## config.mk

```make
export PLATFORM = sky130hd
export DESIGN_NAME = alu_arbiter_flat
export DESIGN_NICKNAME = d
export VERILOG_FILES = /design/src/rtl/alu_arbiter_if.sv /design/src/rtl/alu_arbiter.sv /design/src/flat_wrapper.sv
export SDC_FILE = /design/constraint.sdc
export NUM_CORES = 1
export LEC_CHECK = 0
export CAP_MARGIN = 30
export CORE_MARGIN = 8
export CORE_UTILIZATION = 50
export CTS_CLUSTER_SIZE = 24
export DETAILED_ROUTE_END_ITERATION = 16
export PLACE_DENSITY_LB_ADDON = 0.2
export SYNTH_ARGS = -nofsm -noshare
export SYNTH_HDL_FRONTEND = slang
export SYNTH_SLANG_ARGS = --single-unit
```

## constraint.sdc

```tcl
create_clock -name clk -period 2.8 [get_ports clk]
set_clock_uncertainty 0.15 [all_clocks]
set_input_delay 0.56 -clock clk [delete_from_list [all_inputs] [get_ports clk]]
set_output_delay 0.56 -clock clk [all_outputs]
set_load 0.01 [all_outputs]
```

## src/rtl/alu_arbiter_if.sv

```systemverilog
// Request/response bundle for the two-port ALU arbiter.
// Master side issues ops and drains responses; slave is the arbiter.
interface alu_arbiter_if;
  logic       req0_valid;
  logic       req0_ready;
  logic [7:0] req0_a;
  logic [7:0] req0_b;
  logic [2:0] req0_op;
  logic       req1_valid;
  logic       req1_ready;
  logic [7:0] req1_a;
  logic [7:0] req1_b;
  logic [2:0] req1_op;
  logic       rsp0_valid;
  logic       rsp0_ready;
  logic       rsp1_valid;
  logic       rsp1_ready;
  logic [7:0] rsp_f;
  logic       rsp_ovf;
  logic       rsp_br;
  logic       busy;
  logic       grant_id;

  modport master (
    output req0_valid, req0_a, req0_b, req0_op,
    output req1_valid, req1_a, req1_b, req1_op,
    output rsp0_ready, rsp1_ready,
    input  req0_ready, req1_ready,
    input  rsp0_valid, rsp1_valid,
    input  rsp_f, rsp_ovf, rsp_br, busy, grant_id
  );

  modport slave (
    input  req0_valid, req0_a, req0_b, req0_op,
    input  req1_valid, req1_a, req1_b, req1_op,
    input  rsp0_ready, rsp1_ready,
    output req0_ready, req1_ready,
    output rsp0_valid, rsp1_valid,
    output rsp_f, rsp_ovf, rsp_br, busy, grant_id
  );
endinterface

```

## src/rtl/alu_arbiter.sv

```systemverilog
// Round-robin sharing of one 8-bit ALU between two requesters.
// IDLE -> EXEC -> RESP; responses are registered and op-normalised.
module alu_arbiter #(
  parameter bit RR_INIT = 1'b0
) (
  input logic        clk,
  input logic        rst,
  alu_arbiter_if.slave bus
);

  typedef enum logic [1:0] {
    IDLE = 2'd0,
    EXEC = 2'd1,
    RESP = 2'd2
  } state_t;

  state_t     state, nxt;
  logic [7:0] a_q, b_q;
  logic [2:0] op_q;
  logic       gid_q;
  logic       last_q;
  logic [7:0] f_q;
  logic       ovf_q, br_q;

  logic       win;
  logic       acc;
  logic       done;
  logic       r0, r1, rv0, rv1;
  logic [8:0] sum;
  logic [7:0] alu_f;
  logic       alu_ovf, alu_br;

  // Winner: the port that did not win last time when both are valid.
  assign win = (bus.req0_valid && bus.req1_valid) ? ~last_q
                                                  : ~bus.req0_valid;

  // Shared ALU, outputs forced to zero where an op leaves them undefined.
  always_comb begin
    sum     = {1'b0, a_q} + {1'b0, b_q};
    alu_f   = 8'h00;
    alu_ovf = 1'b0;
    alu_br  = 1'b0;
    unique case (op_q)
      3'b000: begin
        alu_f   = sum[7:0];
        alu_ovf = sum[8];
      end
      3'b001: alu_f = ~b_q;
      3'b010: alu_f = a_q & b_q;
      3'b011: alu_f = a_q | b_q;
      3'b100: alu_f = {1'b0, a_q[7:1]};
      3'b101: alu_f = {a_q[6:0], 1'b0};
      3'b110: alu_br = (a_q == b_q);
      3'b111: alu_br = (a_q != b_q);
    endcase
  end

  // State register.
  always_ff @(posedge clk) begin
    if (rst) state <= IDLE;
    else     state <= nxt;
  end

  // Next state and handshake outputs.
  always_comb begin
    nxt  = state;
    r0   = 1'b0;
    r1   = 1'b0;
    rv0  = 1'b0;
    rv1  = 1'b0;
    acc  = 1'b0;
    done = 1'b0;
    unique case (state)
      IDLE: begin
        if (bus.req0_valid || bus.req1_valid) begin
          r0  = ~win;
          r1  = win;
          acc = 1'b1;
          nxt = EXEC;
        end
      end
      EXEC: nxt = RESP;
      RESP: begin
        rv0  = ~gid_q;
        rv1  = gid_q;
        done = gid_q ? bus.rsp1_ready : bus.rsp0_ready;
        if (done) nxt = IDLE;
      end
      default: nxt = IDLE;
    endcase
  end

  // Operand capture, result registration and round-robin pointer.
  always_ff @(posedge clk) begin
    if (rst) begin
      a_q    <= 8'h00;
      b_q    <= 8'h00;
      op_q   <= 3'b000;
      gid_q  <= RR_INIT;
      last_q <= ~RR_INIT;
      f_q    <= 8'h00;
      ovf_q  <= 1'b0;
      br_q   <= 1'b0;
    end else begin
      if (acc) begin
        gid_q <= win;
        a_q   <= win ? bus.req1_a  : bus.req0_a;
        b_q   <= win ? bus.req1_b  : bus.req0_b;
        op_q  <= win ? bus.req1_op : bus.req0_op;
      end
      if (state == EXEC) begin
        f_q   <= alu_f;
        ovf_q <= alu_ovf;
        br_q  <= alu_br;
      end
      if (done) last_q <= gid_q;
    end
  end

  assign bus.req0_ready = r0;
  assign bus.req1_ready = r1;
  assign bus.rsp0_valid = rv0;
  assign bus.rsp1_valid = rv1;
  assign bus.rsp_f      = f_q;
  assign bus.rsp_ovf    = ovf_q;
  assign bus.rsp_br     = br_q;
  assign bus.busy       = (state != IDLE);
  assign bus.grant_id   = gid_q;

endmodule

```

## src/flat_wrapper.sv

```systemverilog
// flat-port wrapper written by rule: the top's interface ports become plain ports
module alu_arbiter_flat 
#(
  parameter bit RR_INIT = 1'b0
)
  (clk, rst, bus_req0_valid, bus_req0_a, bus_req0_b, bus_req0_op, bus_req1_valid, bus_req1_a, bus_req1_b, bus_req1_op, bus_rsp0_ready, bus_rsp1_ready, bus_req0_ready, bus_req1_ready, bus_rsp0_valid, bus_rsp1_valid, bus_rsp_f, bus_rsp_ovf, bus_rsp_br, bus_busy, bus_grant_id);
  alu_arbiter_if bus_i ();
  input logic clk;
  input logic rst;
  input wire logic [$bits(bus_i.req0_valid)-1:0] bus_req0_valid;
  input wire logic [$bits(bus_i.req0_a)-1:0] bus_req0_a;
  input wire logic [$bits(bus_i.req0_b)-1:0] bus_req0_b;
  input wire logic [$bits(bus_i.req0_op)-1:0] bus_req0_op;
  input wire logic [$bits(bus_i.req1_valid)-1:0] bus_req1_valid;
  input wire logic [$bits(bus_i.req1_a)-1:0] bus_req1_a;
  input wire logic [$bits(bus_i.req1_b)-1:0] bus_req1_b;
  input wire logic [$bits(bus_i.req1_op)-1:0] bus_req1_op;
  input wire logic [$bits(bus_i.rsp0_ready)-1:0] bus_rsp0_ready;
  input wire logic [$bits(bus_i.rsp1_ready)-1:0] bus_rsp1_ready;
  output wire logic [$bits(bus_i.req0_ready)-1:0] bus_req0_ready;
  output wire logic [$bits(bus_i.req1_ready)-1:0] bus_req1_ready;
  output wire logic [$bits(bus_i.rsp0_valid)-1:0] bus_rsp0_valid;
  output wire logic [$bits(bus_i.rsp1_valid)-1:0] bus_rsp1_valid;
  output wire logic [$bits(bus_i.rsp_f)-1:0] bus_rsp_f;
  output wire logic [$bits(bus_i.rsp_ovf)-1:0] bus_rsp_ovf;
  output wire logic [$bits(bus_i.rsp_br)-1:0] bus_rsp_br;
  output wire logic [$bits(bus_i.busy)-1:0] bus_busy;
  output wire logic [$bits(bus_i.grant_id)-1:0] bus_grant_id;
  assign bus_i.req0_valid = bus_req0_valid;
  assign bus_i.req0_a = bus_req0_a;
  assign bus_i.req0_b = bus_req0_b;
  assign bus_i.req0_op = bus_req0_op;
  assign bus_i.req1_valid = bus_req1_valid;
  assign bus_i.req1_a = bus_req1_a;
  assign bus_i.req1_b = bus_req1_b;
  assign bus_i.req1_op = bus_req1_op;
  assign bus_i.rsp0_ready = bus_rsp0_ready;
  assign bus_i.rsp1_ready = bus_rsp1_ready;
  assign bus_req0_ready = bus_i.req0_ready;
  assign bus_req1_ready = bus_i.req1_ready;
  assign bus_rsp0_valid = bus_i.rsp0_valid;
  assign bus_rsp1_valid = bus_i.rsp1_valid;
  assign bus_rsp_f = bus_i.rsp_f;
  assign bus_rsp_ovf = bus_i.rsp_ovf;
  assign bus_rsp_br = bus_i.rsp_br;
  assign bus_busy = bus_i.busy;
  assign bus_grant_id = bus_i.grant_id;
  alu_arbiter #(.RR_INIT(RR_INIT)) u_core (.clk(clk), .rst(rst), .bus(bus_i));
endmodule
```

==> results.yml, run 1 <==
pwr:
  p_per_area_nw_per_um2: 544
  p_clk_frac: 0.288
  internal_power_mw: 1.09
  combPwrFrac: 0.340
  power.switching_mw: 0.531
  total_leakage_power_nw: 1.19
  seq_power_share: 0.371
  switching_share: 0.327
  vdd_drop_max_mv: 0.263
synthesis:
  synth_flop_cell: "dfxtp_1"
  synth_seq_cells: 33
  syn_inst: 277
  synth.cell_area_sq_um: 2280
  syn-num-nets: 338
  synthSimpleGateAreaFrac: 0.162
  synth_cell_type_count: 51
  synth.area.top_cells: "dfxtp_1 29%, mux2i_1 10%, ha_1 8.8%, a211oi_1 6.9%, nor2_1 6.6%"
  ys_seq_area_frac: 0.289
  synth_top_family_by_area: "compound AO/OA/AOI/OAI gates"
  synth-compound-area-share: 0.245
  synthXorXnorAreaFrac: 0.0192
  yosysTopAreaCell: "dfxtp_1"
  syn_area_per_cell_sq_um: 8.24
  synth_top_area_frac: 0.289
  synthArstFlopShare: 0
  synth_fa_ha_area_frac: 0.0965
  synth_edf_count: 0
  yosysWarnings: 0
  synth_mux_area_frac: 0.101
timing:
  fmax_ghz: 0.374
  finalSetupViolCount: 0
  finalCriticalPeriod_ns: 2.67
  drv_slew: 0
  max_slew_margin: 0.506
  finalCritPeriodShare: 0.954
  worst_pin_slew_ns: 0.740
  hold_ws_ns: 0.308
  rsz0062_at_grt: "no"
  tns_ns: 0
  finalHoldViolCount: 0
detailed_routing:
  wire_per_inst_um: 15.0
  drtIter0Drc: 147
  avgViaCountPerCell: 5.60
  wirelength_um: 5780
  via_count: 2155
  ant_nets: 0
  drc: 0
  first_pass_iters: 4
final_layout:
  final_common_cell: "clkdlybuf4s50_1"
  drive_above_1_share: 0.0661
  stdcell_count: 385
  n_antenna_cell: 0
  areaGrowthSynthToFinish_pct: 30.6
  fin_nets: 393
  final_cell_mix: "59 x clkdlybuf4s50_1, 40 x nor2_1, 33 x dfxtp_1, 24 x a21oi_1, 23 x mux2i_1"
setup_path:
  endpoint_kind: "output port"
  cp_max_fo: 4
  rr_startpoint: "u_core.a_q[0]"
  critPathRequiredTime_ns: 2.09
  r2r_setup_slack_ns: 0.67
  worstPathArrival_ns: 1.96
  crit_start: "bus_req1_valid"
  worst-setup-path-type: "in2out"
  cp-start-kind: "input port"
clock_tree:
  clock_latency_ns: 0.29
  cts_made_buffers: 5
  cts_resized: 0
  clock-root-buffer: "clkbuf_8"
  cts.clk_slew.worst_paths_ns: 0.07
  cts_setup_buffers: 0
  holdBufCountCts: 0
  clock-sinks: 33
  cts_tree: "built"
  h-tree-depth: 2
  cts_buffer_depth: 2
global_route:
  grt_max_degree: 40
  grtUsageTotal: 0.162
  grt_antenna_before_repair: 0
  grt_pass1_vias: 2093
  grt_pass1_wl_um: 9770
  overflow: 0
floorplanning:
  rows: 24
  dieWidth_um: 83.6
  core_area_sq_um: 4380
  die_area_sq_um: 6980
  start_util: 0.521
  ioPinCount: 60
  die_h_um: 83.6
run_status:
  status: "completed"
job:
  drv_cap: 0
placed_design:
  post-place-cells: 377
  io_buffers: 59
  place_hpwl_um: 4430
  gp_congestion: 0.913
min_path:
  hp-class: "reg2reg"
  hp-start: "u_core.bus.rsp_br"
==> state kept, by name, summed over array words and instances (netlist names) <==
| register | count |
|---|---|
| u_core.bus.rsp_f | 8 |
| u_core.bus.rsp_br | 1 |
| u_core.op_q | 3 |
| u_core.bus.rsp_ovf | 1 |
| u_core.a_q | 8 |
| u_core.last_q | 1 |
| u_core.bus.grant_id | 1 |
| u_core.state | 2 |
| u_core.b_q | 8 |
==> Yosys cell counts (3+ instances only) <==
master and instances:
nor2b_1 4, a31oi_1 4, dfxtp_1 33, nor2_1 40
buf_6 5, buf_4 4, o221ai_1 3, xor2_1 3
ha_1 16, and2_1 3, o22ai_1 4, clkbuf_1 6
a211oi_1 21, nand2_1 10, o21ai_0 8, mux2i_1 23
a21oi_1 24, inv_1 20, nand2b_1 3
==> worst max-delay path, cell delays in order <==
cell and delay (ns):
clkdlybuf4s50_1 0.48, inv_1 0.05, o21ai_2 0.17, and2_1 0.16
clkdlybuf4s50_1 0.54
==> metrics by stage <==
stage / cell area (sq um) / setup WS (ns) / util / power, mW
after floorplan: 2280 / 0.964 / - / 0.979
after global placement: 2860 / 0.149 / 0.653 / 1.15
after detailed placement: 2860 / 0.137 / 0.653 / 1.16
after CTS: 2980 / 0.125 / 0.680 / 1.63
after global routing: 2980 / 0.0571 / 0.680 / 1.73
final: 2980 / 0.128 / 0.680 / 1.62
==> path summary, 6_finish.rpt <==
check                                           to  cells after the start
worst max register to register  u_core.bus.rsp_ovf                      7
worst max-delay path                bus_req1_ready                      5
worst min-delay path             u_core.bus.rsp_br                      2
worst min register to register   u_core.bus.rsp_br                      2
==> power groups by stage <==
stage	sequential (mW)	clock [mW]	combinational [mW]
2_1_floorplan	0.584	0	0.395
3_3_place_gp	0.609	0	0.538
3_5_place_dp	0.612	0	0.549
4_1_cts	0.601	0.472	0.554
5_1_grt	0.612	0.497	0.618
6_report	0.602	0.468	0.552
==> metal layers <==
| layer | vias up | GRT usage | share of wire |
|---|---|---|---|
| met3 | 8 | 0.0527 | 0.070 |
| met1 | 971 | 0.206 | 0.46 |
| met5 | - | 0 | 0 |
| met2 | 77 | 0.255 | 0.46 |
| li1 | 1099 | - | - |
| met4 | 0 | 0.0424 | 0.010 |
==> kinds of logic after synthesis <==
| family | after synthesis |
|---|---|
| AO/OA/AOI/OAI | 84 |
| AND/OR/NAND/NOR | 77 |
| buffers and inverters | 38 |
| flip-flops | 33 |
| multiplexers | 23 |
| adder cells (fa/ha/maj) | 17 |
| XOR/XNOR | 5 |
==> final cells by class <==
type | count | area (sq um)
Timing Repair Buffer | 65 | 636
Sequential cell | 33 | 661
Inverter | 21 | 78.8
Clock buffer | 7 | 86.3
Clock inverter | 1 | 30.0
Multi-Input combinational cell | 206 | 1420
Fill cell | 370 | 1400
Tap cell | 52 | 65.1
Note: power is estimated with default switching activity, not from simulation.
==> inputs of run 2 (changes only) <==
- CORE_UTILIZATION: 50 -> 49
- clock period: 2.8 -> 2.6 ns (I/O delays scaled with it)
==> results.yml, run 2 (same netlist as run 1, synthesis figures left out) <==
run_status:
  status: "completed"
setup_path:
  cp_max_fo: 4
  r2r_cells: 7
  cp-start-kind: "input port"
  max_stage_delay_ns: 0.56
  r2r_setup_slack_ns: 0.49
  endpoint_kind: "output port"
  rr_startpoint: "u_core.a_q[0]"
  worstPathArrival_ns: 1.80
  critPathRequiredTime_ns: 1.93
  cp_cell_sequence: "clkdlybuf4s50_1 -> o21ai_2 -> nor2_1 -> clkdlybuf4s50_1"
  crit_end: "bus_req0_ready"
  crit_top_cell: "clkdlybuf4s50_1"
  slowest_stage: "clkdlybuf4s50_1"
  crit_start: "bus_req0_valid"
  r2r_end: "u_core.bus.rsp_ovf"
  worst-setup-path-type: "in2out"
detailed_routing:
  via_count: 2185
  wirelength_um: 5770
  first_pass_iters: 4
  avgViaCountPerCell: 5.62
  drtIter0Drc: 170
  wire_per_inst_um: 14.8
  drc: 0
  ant_nets: 0
clock_tree:
  clock-root-buffer: "clkbuf_8"
  cts_buffer_depth: 2
  cts_setup_buffers: 0
  cts.clk_slew.worst_paths_ns: 0.07
  cts_tree: "built"
  h-tree-depth: 2
  clock-sinks: 33
  clock_latency_ns: 0.28
  cts_made_buffers: 5
final_layout:
  n_fill_cell: 405
  n_antenna_cell: 0
  final-seq-area_sq_um: 661
  multi_input_area_sq_um: 1420
  final_cell_mix: "58 x clkdlybuf4s50_1, 40 x nor2_1, 33 x dfxtp_1, 24 x a21oi_1, 23 x mux2i_1"
  areaGrowthSynthToFinish_pct: 31.9
  drive_above_1_share: 0.0716
  stdcell_count: 389
  fin_nets: 395
  final_common_cell: "clkdlybuf4s50_1"
  final_core_util: 0.654
placed_design:
  gp_congestion: 0.950
  io_buffers: 59
  post-place-cells: 381
  place_hpwl_um: 4460
floorplanning:
  rows: 25
  die_area_sq_um: 7100
  dieWidth_um: 84.2
  die_h_um: 84.2
  ioPinCount: 60
  start_util: 0.496
  core_area_sq_um: 4600
pwr:
  vdd_drop_max_mv: 0.323
  p_per_area_nw_per_um2: 582
  total_leakage_power_nw: 1.20
timing:
  max_slew_margin: 0.672
  tns_ns: 0
  drv_slew: 0
  finalCriticalPeriod_ns: 2.47
  worst_pin_slew_ns: 0.491
  rsz0062_at_grt: "no"
  finalSetupViolCount: 0
  fmax_ghz: 0.404
  finalHoldViolCount: 0
  finalCritPeriodShare: 0.952
global_route:
  grt_antenna_before_repair: 0
  grt_pass1_wl_um: 9600
  grt_pass1_vias: 2097
  grt_max_degree: 40
  overflow: 0
  grtUsageTotal: 0.159
job:
  drv_cap: 0
min_path:
  hp-class: "reg2reg"
run 2: critical path: cells and delay by family:
kind | cells | cell delay [ns]
buffers and inverters | 2 | 1.06
AND/OR/NAND/NOR | 1 | 0.13
AO/OA/AOI/OAI | 1 | 0.09
run 2: metrics by stage:
step	setup WS, ns	total power [mW]	hold WS [ns]	instance area [sq um]
2_1_floorplan	0.767	1.05	0.326	2280
3_3_place_gp	0.0131	1.25	0.294	2890
3_5_place_dp	-0.00197	1.26	0.299	2890
4_1_cts	0.116	1.76	0.309	3010
5_1_grt	0.0636	1.85	0.341	3010
6_report	0.125	1.75	0.309	3010
run 2: area by class of cell:
type	instances	area share
multi-input cells	206	0.473
repair buffers	67	0.220
flip-flops and latches	33	0.220
clock buffers	7	0.0287
inverters	21	0.0262
well taps	54	0.0225
clock inverters	1	0.00998
run 2: worst min-delay path by stage:
stage,start,cells after the start,endpoint,slack [ns]
2_1_floorplan,u_core.bus.rsp_br,2,u_core.bus.rsp_br,0.33
3_3_place_gp,u_core.bus.rsp_br,2,u_core.bus.rsp_br,0.29
3_5_place_dp,u_core.bus.rsp_br,2,u_core.bus.rsp_br,0.30
4_1_cts,u_core.bus.rsp_br,2,u_core.bus.rsp_br,0.31
5_1_grt,u_core.bus.rsp_br,2,u_core.bus.rsp_br,0.34
6_report,u_core.bus.rsp_br,2,u_core.bus.rsp_br,0.31
run 2: what timing repair did:
action                                  in CTS  in global routing
resized for setup                            1                  0
hold buffers                                 0                  0
endpoints found under the setup margin       1                  0
run 2: routing by layer:
layer	share of wire	GRT usage	up-vias
met1	0.45	0.199	998
li1	-	-	1104
met5	0	0	-
met2	0.46	0.245	72
met3	0.064	0.0542	11
met4	0.018	0.0612	0
run 2: power by group:
part           switching [mW]  internal (mW)  leakage [nW]
clock network           0.187          0.312        0.0585
logic                   0.310          0.303         0.873
registers              0.0723          0.566         0.273
total                   0.569           1.18          1.20
==> inputs of run 3 (changes only) <==
- CORE_UTILIZATION: 49 -> 50
- CTS_BUF_LIST: not set -> sky130_fd_sc_hd__clkbuf_4 sky130_fd_sc_hd__clkbuf_8
==> results.yml, run 3 (same netlist as run 1, synthesis figures left out) <==
final_layout:
  final_cell_mix: "57 x clkdlybuf4s50_1, 40 x nor2_1, 33 x dfxtp_1, 24 x a21oi_1, 23 x mux2i_1"
  final_common_cell: "clkdlybuf4s50_1"
  n_fill_cell: 385
  areaGrowthSynthToFinish_pct: 30.6
  fin_nets: 398
  drive_above_1_share: 0.0774
  n_antenna_cell: 0
clock_tree:
  cts_made_buffers: 5
  h-tree-depth: 2
  clock_latency_ns: 0.28
  clock-sinks: 33
  holdBufCountCts: 0
  clock-root-buffer: "clkbuf_8"
  cts_tree: "built"
  cts.clk_slew.worst_paths_ns: 0.06
  cts_buffer_depth: 2
placed_design:
  gp_congestion: 0.937
  place_hpwl_um: 4560
  io_buffers: 59
timing:
  finalHoldViolCount: 0
  worst_pin_slew_ns: 0.570
  rsz0062_at_grt: "no"
  finalCritPeriodShare: 0.897
  max_slew_margin: 0.619
  finalCriticalPeriod_ns: 2.33
  fmax_ghz: 0.429
  finalSetupViolCount: 0
  drv_slew: 0
  tns_ns: 0
min_path:
  min_path_cells: 2
  hp-class: "reg2reg"
detailed_routing:
  via_count: 2168
  first_pass_iters: 4
  drtIter0Drc: 111
  drc: 0
  wirelength_um: 5900
  ant_nets: 0
  avgViaCountPerCell: 5.59
  wire_per_inst_um: 15.2
floorplanning:
  core_area_sq_um: 4380
  rows: 24
  die_h_um: 83.6
  ioPinCount: 60
  start_util: 0.521
  die_area_sq_um: 6980
  dieWidth_um: 83.6
global_route:
  grt_antenna_before_repair: 0
  grtUsageTotal: 0.169
  overflow: 0
  grt_max_degree: 40
  grt_pass1_vias: 2159
  grt_pass1_wl_um: 10100
setup_path:
  cp-start-kind: "register"
  endpoint_kind: "output port"
  worstPathArrival_ns: 1.66
  cp_max_fo: 5
  worst-setup-path-type: "reg2out"
  r2r_cells: 8
  critPathRequiredTime_ns: 1.93
pwr:
  total_leakage_power_nw: 1.22
  p_per_area_nw_per_um2: 543
  vdd_drop_max_mv: 0.319
  power_mw: 1.62
run_status:
  status: "completed"
job:
  drv_cap: 0
==> run 3: cell type report <==
type                    instances  area [sq um]  share of cell area
multi-input cells             206          1420               0.478
clock buffers                   5          68.8              0.0231
inverters                      21          78.8              0.0264
clock inverters                 1          5.00             0.00168
repair buffers                 70           678               0.228
well taps                      52          65.1              0.0218
flip-flops and latches         33           661               0.222
==> run 3: worst paths after layout <==
check / startpoint / end / slack [ns]
setup / recovery: u_core.state[1] / bus_rsp0_valid / 0.27
hold / removal: u_core.bus.rsp_br / u_core.bus.rsp_br / 0.31
setup reg to reg: u_core.a_q[0] / u_core.bus.rsp_f[6] / 0.52
hold reg to reg: u_core.bus.rsp_br / u_core.bus.rsp_br / 0.31
==> run 3: timing repair <==
action / CTS / global route
pin swaps: 1 / 0
setup buffers: 2 / 0
endpoints found under the setup margin: 1 / 2
gates resized for setup: 0 / 2
==> run 3: per-stage QoR <==
step | hold WS [ns] | cells | setup WS [ns] | utilization | area, sq um
2_1_floorplan | 0.326 | 277 | 0.767 | - | 2280
3_3_place_gp | 0.292 | 380 | 0.0318 | 0.658 | 2890
3_5_place_dp | 0.304 | 380 | 0.0186 | 0.658 | 2890
4_1_cts | 0.313 | 388 | 0.0107 | 0.679 | 2980
5_1_grt | 0.333 | 388 | 0.122 | 0.680 | 2980
6_report | 0.309 | 388 | 0.268 | 0.680 | 2980
==> run 3: where the power goes <==
group          switching [mW]  internal [mW]  leakage [nW]
clock network           0.183          0.176        0.0399
registers              0.0745          0.566         0.273
logic                   0.312          0.306         0.907
total                   0.570           1.05          1.22
==> run 3: worst max-delay path, cell delays in order (launching register included) <==
cell and delay [ns]:
dfxtp_1 0.37, nor2b_1 0.29, nor2b_1 0.17, clkdlybuf4s50_1 0.54
==> run 3: per-layer routing <==
metal	wire length [um]	part of all wire	GRT usage
met2	2730	0.46	0.266
met1	2760	0.47	0.215
met4	88	0.015	0.0644
met5	0	0	0
met3	324	0.055	0.0410
